==> config.mk <==
export PLATFORM = sky130hd
export DESIGN_NAME = deconv2d_multich
export DESIGN_NICKNAME = d
export VERILOG_FILES = /design/src/rtl/deconv2d_multich.sv
export SDC_FILE = /design/constraint.sdc
export NUM_CORES = 2
export LEC_CHECK = 0
export BUFFER_PORTS_ARGS = -buffer_cell sky130_fd_sc_hd__buf_4
export CAP_MARGIN = 30
export CELL_PAD_IN_SITES_DETAIL_PLACEMENT = 0
export CELL_PAD_IN_SITES_GLOBAL_PLACEMENT = 1
export CORE_ASPECT_RATIO = 1.4
export CORE_MARGIN = 1.5
export CORE_UTILIZATION = 56
export DETAILED_ROUTE_END_ITERATION = 8
export PLACE_DENSITY = 0.84
export SYNTH_ARGS = -nofsm -noshare
export SYNTH_HDL_FRONTEND = slang
export SYNTH_SLANG_ARGS = --single-unit
==> constraint.sdc <==
create_clock -name clk -period 14.55 [get_ports clk]
set_input_delay 1.455 -clock clk [delete_from_list [all_inputs] [get_ports clk]]
set_output_delay 1.455 -clock clk [all_outputs]
set_load 0.01 [all_outputs]
==> src/rtl/deconv2d_multich.sv <==
// Multi-channel transposed 2-D convolution engine.
// C input planes of NxN pixels are scattered through per-channel kw x kw kernels
// into one saturating accumulator plane of side O=(N-1)*S+kw, which is then
// streamed out row-major over a valid/ready interface.
//
// state    | meaning
// ---------+-----------------------------------------------------------
// IDLE     | all outputs low; enable latches S/kw and starts a run
// CLEAR    | zero one accumulator word per cycle over the full depth
// LOAD_K   | accept C*kw*kw weights, channel-major then row then column
// WAIT_PIX | accept one pixel strobe
// MAC      | one kernel tap per cycle for the latched pixel
// DRAIN    | stream O*O accumulator words with valid/ready
// DONE     | done (and cfg_err) held until enable drops
module deconv2d_multich #(
  parameter int N          = 2,
  parameter int K          = 3,
  parameter int C          = 2,
  parameter int PIXEL_BITS = 8,
  parameter int ACC_BITS   = 32
) (
  input  logic                                 clk,
  input  logic                                 rst,
  input  logic                                 enable,
  input  logic [$clog2(K):0]                   stride,
  input  logic [$clog2(K):0]                   kernel_width,
  input  logic                                 strobe_signal_kernel,
  input  logic [PIXEL_BITS-1:0]                kernel_weight,
  input  logic                                 strobe_signal_pixel,
  input  logic [PIXEL_BITS-1:0]                pixel,
  input  logic [$clog2(N*N)-1:0]               pixel_number,
  input  logic [((C > 1) ? $clog2(C) : 1)-1:0] pixel_channel,
  output logic                                 ready,
  output logic                                 out_valid,
  output logic [ACC_BITS-1:0]                  out_data,
  output logic                                 out_last,
  input  logic                                 out_ready,
  output logic                                 done,
  output logic                                 cfg_err
);

  localparam int SW     = $clog2(K) + 1;
  localparam int PNW    = $clog2(N*N);
  localparam int CHW    = (C > 1) ? $clog2(C) : 1;
  localparam int DEPTH  = N*K*N*K;
  localparam int AW     = $clog2(DEPTH + 1);
  localparam int WDEPTH = C*K*K;
  localparam int WAW    = $clog2(WDEPTH + 1);
  localparam int PCW    = $clog2(C*N*N + 1);
  localparam int PW     = 2*PIXEL_BITS;
  // one guard bit above the wider of accumulator and product detects overflow
  localparam int SUMW   = ((ACC_BITS > PW) ? ACC_BITS : PW) + 1;

  typedef enum logic [2:0] {
    S_IDLE, S_CLEAR, S_LOAD_K, S_WAIT_PIX, S_MAC, S_DRAIN, S_DONE
  } state_t;

  state_t state_q, state_d;

  logic [SW-1:0]         s_q, kw_q, ti_q, tj_q;
  logic [AW-1:0]         o_side_q, clr_cnt_q, oidx_q, r_q, c_q;
  logic [WAW-1:0]        widx_q;
  logic [PCW-1:0]        pcnt_q;
  logic [PIXEL_BITS-1:0] pix_q;
  logic [CHW-1:0]        ch_q;
  logic                  cfg_err_q;

  logic [ACC_BITS-1:0]   acc_mem [DEPTH];
  logic [PIXEL_BITS-1:0] w_mem   [WDEPTH];

  logic                  cfg_bad, pix_ok, row_end, tap_last;
  logic [AW-1:0]         o_side_d, oo, mac_addr;
  logic [WAW-1:0]        kwsq, nk, w_addr;
  logic [PW-1:0]         prod;
  logic [SUMW-1:0]       sum;
  logic [ACC_BITS-1:0]   acc_sat;

  // Config check, geometry, tap addressing and the saturating multiply-accumulate.
  always_comb begin
    cfg_bad  = (stride == '0) || (stride > SW'(K)) ||
               (kernel_width == '0) || (kernel_width > SW'(K));
    o_side_d = AW'(N-1) * AW'(stride) + AW'(kernel_width);
    oo       = o_side_q * o_side_q;
    kwsq     = WAW'(kw_q) * WAW'(kw_q);
    nk       = WAW'(C) * kwsq;
    pix_ok   = strobe_signal_pixel &&
               ({1'b0, pixel_number} < (PNW+1)'(N*N)) &&
               ({1'b0, pixel_channel} < (CHW+1)'(C));
    row_end  = (tj_q == kw_q - 1'b1);
    tap_last = row_end && (ti_q == kw_q - 1'b1);
    mac_addr = (r_q * AW'(s_q) + AW'(ti_q)) * o_side_q + c_q * AW'(s_q) + AW'(tj_q);
    w_addr   = WAW'(ch_q) * kwsq + WAW'(ti_q) * WAW'(kw_q) + WAW'(tj_q);
    prod     = PW'(pix_q) * PW'(w_mem[w_addr]);
    sum      = SUMW'(acc_mem[mac_addr]) + SUMW'(prod);
    acc_sat  = (sum > SUMW'({ACC_BITS{1'b1}})) ? {ACC_BITS{1'b1}} : ACC_BITS'(sum);
  end

  // Next-state logic; dropping enable mid-run aborts straight back to IDLE.
  always_comb begin
    state_d = state_q;
    case (state_q)
      S_IDLE:     if (enable) state_d = cfg_bad ? S_DONE : S_CLEAR;
      S_CLEAR:    if (clr_cnt_q == '0) state_d = S_LOAD_K;
      S_LOAD_K:   if (strobe_signal_kernel && (widx_q == nk - 1'b1)) state_d = S_WAIT_PIX;
      S_WAIT_PIX: if (pix_ok) state_d = S_MAC;
      S_MAC:      if (tap_last) state_d = (pcnt_q == PCW'(C*N*N)) ? S_DRAIN : S_WAIT_PIX;
      S_DRAIN:    if (out_ready && (oidx_q == oo - 1'b1)) state_d = S_DONE;
      S_DONE:     if (!enable) state_d = S_IDLE;
      default:    state_d = S_IDLE;
    endcase
    if (!enable && (state_q != S_IDLE) && (state_q != S_DONE)) state_d = S_IDLE;
  end

  // State register.
  always_ff @(posedge clk or posedge rst) begin
    if (rst) state_q <= S_IDLE;
    else     state_q <= state_d;
  end

  // Run configuration, counters and the latched pixel.
  always_ff @(posedge clk or posedge rst) begin
    if (rst) begin
      s_q <= '0; kw_q <= '0; o_side_q <= '0; clr_cnt_q <= '0; oidx_q <= '0;
      r_q <= '0; c_q <= '0; widx_q <= '0; pcnt_q <= '0; pix_q <= '0;
      ch_q <= '0; ti_q <= '0; tj_q <= '0; cfg_err_q <= 1'b0;
    end else begin
      case (state_q)
        S_IDLE: if (enable) begin
          s_q       <= stride;
          kw_q      <= kernel_width;
          o_side_q  <= o_side_d;
          cfg_err_q <= cfg_bad;
          clr_cnt_q <= AW'(DEPTH - 1);
          widx_q    <= '0;
          pcnt_q    <= '0;
          oidx_q    <= '0;
        end
        S_CLEAR:  clr_cnt_q <= clr_cnt_q - 1'b1;
        S_LOAD_K: if (strobe_signal_kernel) widx_q <= widx_q + 1'b1;
        S_WAIT_PIX: if (pix_ok) begin
          pix_q  <= pixel;
          r_q    <= AW'(pixel_number) / AW'(N);
          c_q    <= AW'(pixel_number) % AW'(N);
          ch_q   <= pixel_channel;
          ti_q   <= '0;
          tj_q   <= '0;
          pcnt_q <= pcnt_q + 1'b1;
        end
        S_MAC: begin
          if (row_end) begin
            tj_q <= '0;
            ti_q <= ti_q + 1'b1;
          end else begin
            tj_q <= tj_q + 1'b1;
          end
        end
        S_DRAIN: if (out_ready) oidx_q <= oidx_q + 1'b1;
        S_DONE:  if (!enable) cfg_err_q <= 1'b0;
        default: ;
      endcase
    end
  end

  // Accumulator and weight storage; contents are don't-care after reset.
  always_ff @(posedge clk) begin
    if (state_q == S_CLEAR)    acc_mem[clr_cnt_q] <= '0;
    else if (state_q == S_MAC) acc_mem[mac_addr]  <= acc_sat;
    if ((state_q == S_LOAD_K) && strobe_signal_kernel) w_mem[widx_q] <= kernel_weight;
  end

  // Outputs decode from the state register so reset and IDLE force them low.
  always_comb begin
    ready     = (state_q == S_LOAD_K) || (state_q == S_WAIT_PIX);
    out_valid = (state_q == S_DRAIN);
    out_data  = out_valid ? acc_mem[oidx_q] : '0;
    out_last  = out_valid && (oidx_q == oo - 1'b1);
    done      = (state_q == S_DONE);
    cfg_err   = cfg_err_q;
  end

endmodule

* Yosys cells after proc, flatten, opt, wreduce, memory -nomap -nowiden
Memories as Yosys holds them, arrays and structs flattened.
Cells that the tools add are included.
** Storage, ports and cells
- Register bits after elaboration :: 54
- RAM bits :: 1296
- Bits of input ports :: 31
- Output and inout port bits :: 37
- Logic and storage cells :: 145
- Memories kept :: 2
** Memory list
- acc_mem :: words 36, width 32, rd ports 2, clocked after Yosys merged registers in 0, write ports 1, RTL line 68 : logic [ACC_BITS-1:0] acc_mem [DEPTH];
- w_mem :: words 18, width 8, rd ports 1, clocked after Yosys merged registers in 0, write ports 1, RTL line 69 : logic [PIXEL_BITS-1:0] w_mem [WDEPTH];
** Operators by class
- $add $sub $neg :: 16
- Multipliers :: 8
- $lt $le $gt $ge :: 3
- Eq/ne operators :: 25
- Mux-type cells :: 42
- Reduce and logical (&&, ||, !) cells :: 34
** Operators by type and width (number)
- 2-to-1 mux 32 bit :: 3
- 2-to-1 mux 3 bit :: 13
- adder 32 x 16 -> 33 bit :: 1
- greater-than comparator 33 x 32 -> 1 bit, second input constant :: 1
- OR reduction 32 bit :: 1
- 2-to-1 mux 6 bit :: 4
- case mux 6 bit (2 select lines) :: 2
- case mux 3 bit (7 select lines) :: 1
- != test 3 bit, second input constant :: 6
- multiplier 8 x 8 -> 16 bit :: 1
- AND reduction 3 bit :: 5
- case mux 3 bit (2 select lines) :: 2
- nonzero test 2 bit :: 6
- subtractor 6 x 1 -> 6 bit, second input constant :: 2
- multiplier 3 x 3 -> 5 bit :: 2
- 2-to-1 mux 1 bit :: 10
- 2-to-1 mux 5 bit :: 2
- != test 2 bit, second input constant :: 5
- case mux 5 bit (2 select lines) :: 1
- == test 3 bit, second input constant :: 3
- zero test 3 bit :: 3
- multiplier 1 x 3 -> 4 bit :: 2
- 2-to-1 mux 4 bit :: 2
- case mux 4 bit (2 select lines) :: 1
- 33 further kinds :: 49

* Depth between registers and ports, before layout
An unclocked memory read counts as a cell.
- Depth after elaboration :: 10
- Mapped depth :: 43

* Least setup slack after synthesis
No wires, ideal clock.
- Path kind :: flip-flop to flip-flop
- Start point :: reg r_q[0]
- End point :: mem acc_mem[0][30] (data pin)
- Setup time :: 499 ps
- Arrival time :: 11464 ps
- Required time :: 14051 ps
- Setup slack :: 2587 ps
- Stages on the path, launching flop included :: 39
- Cell sequence :: dfrtp_1 > and2_1 > ha_1 > fa_1 > xor2_1 > and2_1 > fa_1 > ha_1 > fa_1 > inv_1 > fa_1 > inv_1 > fa_1 > clkbuf_1 > clkbuf_1 > buf_1 > clkbuf_1 > clkbuf_1 > (+3 left out) > ha_1 > inv_1 > fa_1 > inv_1 > fa_1 > inv_1 > fa_1 > inv_1 > ha_1 > o211ai_1 > nand2_1 > o31a_1 > nand2_1 > o31ai_1 > o21ai_1 > nor3_4 > nand2_1 > a211oi_1
** Between the ends
- Longest elaborated chain between the ends :: 10
** RTL lines
- from (decl) :: RTL line 61 : logic [AW-1:0] o_side_q, clr_cnt_q, oidx_q, r_q, c_q;
- from (signal assigned) :: RTL line 142 : r_q <= AW'(pixel_number) / AW'(N);
- multiplier 1 x 3 -> 4 bit (*) :: RTL line 91 : mac_addr = (r_q * AW'(s_q) + AW'(ti_q)) * o_side_q + c_q * AW'(s_q) + AW'(tj_q);
- adder 4 x 3 -> 5 bit (*) :: RTL line 91
- multiplier 5 x 6 -> 6 bit (*) :: RTL line 91
- adder 6 x 4 -> 6 bit (*) :: RTL line 91
- adder 6 x 3 -> 6 bit (*) :: RTL line 91
- memory read (36 x 32 bit) (*)
- adder 32 x 16 -> 33 bit (*) :: RTL line 94 : sum = SUMW'(acc_mem[mac_addr]) + SUMW'(prod);
- greater-than comparator 33 x 32 -> 1 bit :: RTL line 95 : acc_sat = (sum > SUMW'({ACC_BITS{1'b1}})) ? {ACC_BITS{1'b1}} : ACC_BITS'(sum);
- 2-to-1 mux 32 bit (*) :: RTL line 95
- 2-to-1 mux 32 bit (no source line) (*)
- to (decl) :: RTL line 68
Mark *: on every way between the ends. The rest lies on a longest branch, timed or not.

* Worst setup path after layout
- Start point :: reg r_q[0]
- End point :: mem acc_mem[7][16] (data pin)
The elaborated chain is that of the path after synthesis.

==> results by group <==
Synth
  – Number of synthesized flops with an enable pin: 1,296
  – Sequential area share after synthesis: 60.75%
  – Syn nets: 3,736
  – Share of synthesized registers carrying an async set or reset: under 10%
  – Most common cell in the netlist: edfxtp_1
  – Main synth FF type: edfxtp_1
  – Netlist Area Pre-Place: 0.06621 mm2
  – Largest area contributor in the netlist: edfxtp_1
  – Avg Cell Area, Syn: approximately 19 um2
  – Netlist cell types: 73
  – Ranking of synthesized cells by area: edfxtp_1 (59%), mux4_2 (24%), fa_1 (2.0%)
  – Most frequent cells after synthesis: edfxtp_1 (1,296), mux4_2 (718), nor2_1 (177), nand2_1 (176), clkbuf_1 (121)
  – Seq cells post-synth: approximately 1,300
  – Top-area cell type share of the netlist area: 58.78%
  – Gate Count Post-Synth: around 3,500
  – Synth warn: 0

Placement
  – Post-DP HPWL: 108,500 um
  – Placer congestion estimate: 0.8846
  – Port bufs: 67
  – Dpl cells: 5,096

Floorplanning
  – Core Box Area: approximately 0.12 mm2
  – Row count: 149
  – Initial Util: roughly 56%
  – Vert. Die Dim: 409.8 um
  – Die width: 293.6 um
  – I/O pin count: 68
  – Die area: about 0.12 mm2

GRT
  – Largest net degree at the start of global routing: 113
  – Vias in the first global route: 37,981
  – GRT Total Usage: 31.70%
  – Initial antenna violation count: 2
  – First-pass GRT wire length: 268,200 um
  – Grt total ovfl: 0

CTS
  – CTS buffer count: 121
  – Postcts setup bufs: 0
  – Post-CTS resize count: 0
  – Worst-path clk slew: ~0.060 ns
  – CTS sink count: 1,348
  – Max Root-Sink Buffers: 3
  – Clock Latency Late Sink: ~0.78 ns
  – Hold buffers post-CTS: 0
  – CTS tree: built
  – Root Driver: clkbuf_16
  – H-tree depth: 3

Worst setup path
  – Worst path max stage delay: 0.67 ns
  – Top fanout value on the critical path: 36
  – Worst setup SP type: flop
  – Critical-path top delay cell: nand2_4
  – CP Data Required Time: 15.09 ns
  – Worst setup EP type: flop
  – CP dominant cell by count: fa_1
  – CP arrival: 12.82 ns
  – CP Class: reg2reg

Final layout
  – Layout Cells excl Fill: 5,323
  – # fillers: 8,042
  – Antenna cells: 0
  – Fraction of layout cells with a size suffix above 1: between 30% and 40%
  – Area of the multi-input gates: 0.02492 mm2
  – Nets: 3,825
  – Area Growth Syn to Fin: 10.89%
  – FF/Latch Area: a little over 0.04 mm2

Timing
  – WHS: 0.4729 ns
  – Max-slew violations: 0
  – Rel. slew slack: 25.70%
  – Tcrit/Tclk final: between 80 and 90%
  – Final setup fails: 0
  – Setup TNS: 0 ns
  – Tmin final: 12.28 ns
  – Layout Skew: between 0.04 and 0.05 ns
  – Final hold vios: 0
  – RSZ-0062 raised after global routing: no
  – Slew @ Worst Pin: about 1.1 ns
  – Fmax: 0.08142 GHz

Routing
  – Residual DRC count: 0
  – Detailed Route WL: 186,400 um
  – Antenna Nets Post-Route: 0
  – DR vias/cell: 6.985
  – DRT iter0 DRCs: 4,630
  – Routed WL per cell: 35.01 um
  – Via count: 37,181
  – Drt first pass iters: 5

Run
  – Total of max-cap violations: 0

Outcome
  – Status: completed

Worst hold path
  – Worst hold path type: reg2reg
logic make-up after synthesis:
| kind of cell | after synthesis | share of synthesized area [%] |
|---|---|---|
| simple gates | 524 | 3.572 |
| other cells | 1 | 0.005664 |
| mux | 845 | 26.36 |
| xor+xnor | 64 | 0.9090 |
| buf+inv | 356 | 2.264 |
| fa+ha+maj | 160 | 3.783 |
| flops | 1348 | 60.75 |
| compound gates | 247 | 2.359 |
through the flow:
step / util, % / worst slack (ns) / instance area [um2]
global placement: 58.73 / 2.521 / 69090
CTS: 62.41 / 2.268 / 73420
global route: 62.41 / 1.618 / 73420
floorplan: - / 2.587 / 66210
detailed placement: 58.85 / 2.296 / 69230
finish: 62.41 / 2.268 / 73420
path summary, 6_finish.rpt:
| path | to | from | cells after the start | slack [ns] |
|---|---|---|---|---|
| max reg2reg | acc_mem[7][16]$_DFFE_PP_ | r_q[0]$_DFFE_PP0P_ | 40 | 2.27 |
| min in group asynchronous | widx_q[4]$_DFFE_PP0P_ | rst | 3 | 0.90 |
| min reg2reg | pcnt_q[3]$_DFFE_PP0P_ | pcnt_q[3]$_DFFE_PP0P_ | 1 | 0.47 |
| max | acc_mem[7][16]$_DFFE_PP_ | r_q[0]$_DFFE_PP0P_ | 40 | 2.27 |
| min | pcnt_q[3]$_DFFE_PP0P_ | pcnt_q[3]$_DFFE_PP0P_ | 1 | 0.47 |
| max in group asynchronous | oidx_q[0]$_DFFE_PP0P_ | rst | 3 | 13.03 |
sequential cells by signal, indices dropped and copies added (netlist names):
signal,count
c_q,1
oidx_q,6
o_side_q,4
w_mem,144
ch_q,1
pix_q,8
pcnt_q,4
tj_q,3
kw_q,3
cfg_err,1
state_q,3
acc_mem,1152
ti_q,3
r_q,1
s_q,3
widx_q,5
clr_cnt_q,6
cell type report:
| type | instances | share of cell area (%) |
|---|---|---|
| sequential | 1348 | 54.81 |
| multi-input combinational | 1841 | 33.95 |
| clock buffer | 135 | 4.264 |
| tap | 1585 | 2.701 |
| timing repair buffer | 201 | 2.215 |
| clock inverter | 92 | 1.443 |
| inverter | 121 | 0.6186 |
worst max-delay path, delay by kind of cell (launching register included):
family	cells	cell delay, ns
adders and majority gates	12	4.61
muxes	2	0.69
AOI/OAI and AO/OA	7	1.72
DFF	1	0.40
and+or+nand+nor	9	2.63
buffers and inverters	9	1.65
xor gates and xnor gates	1	0.27
placed cells by master (no fill, tap or decap), types with 66 or more instances in the layout:
cell and instances:
edfxtp_1 1296, mux4_2 718, buf_4 190, nand2_1 172, nor2_1 141, clkbuf_16 121, inv_1 119, mux2i_1 118
ha_1 89, a21oi_1 79, fa_1 66
routing by layer:
layer  vias to the layer above  GRT usage, %  wire length (um)  part of all wire, %
met4                         2         16.20             10800                  5.8
met3                       509         6.081             19450                   10
met2                      2334         52.18             93060                   50
met1                     19558         40.42             63040                   34
li1                      14778             -                 -                    -
met5                         -             0                13               0.0070
Power is left out: the tool's default activity adds up to more than one toggle a clock period on the data nets, which glitch-free logic cannot reach.
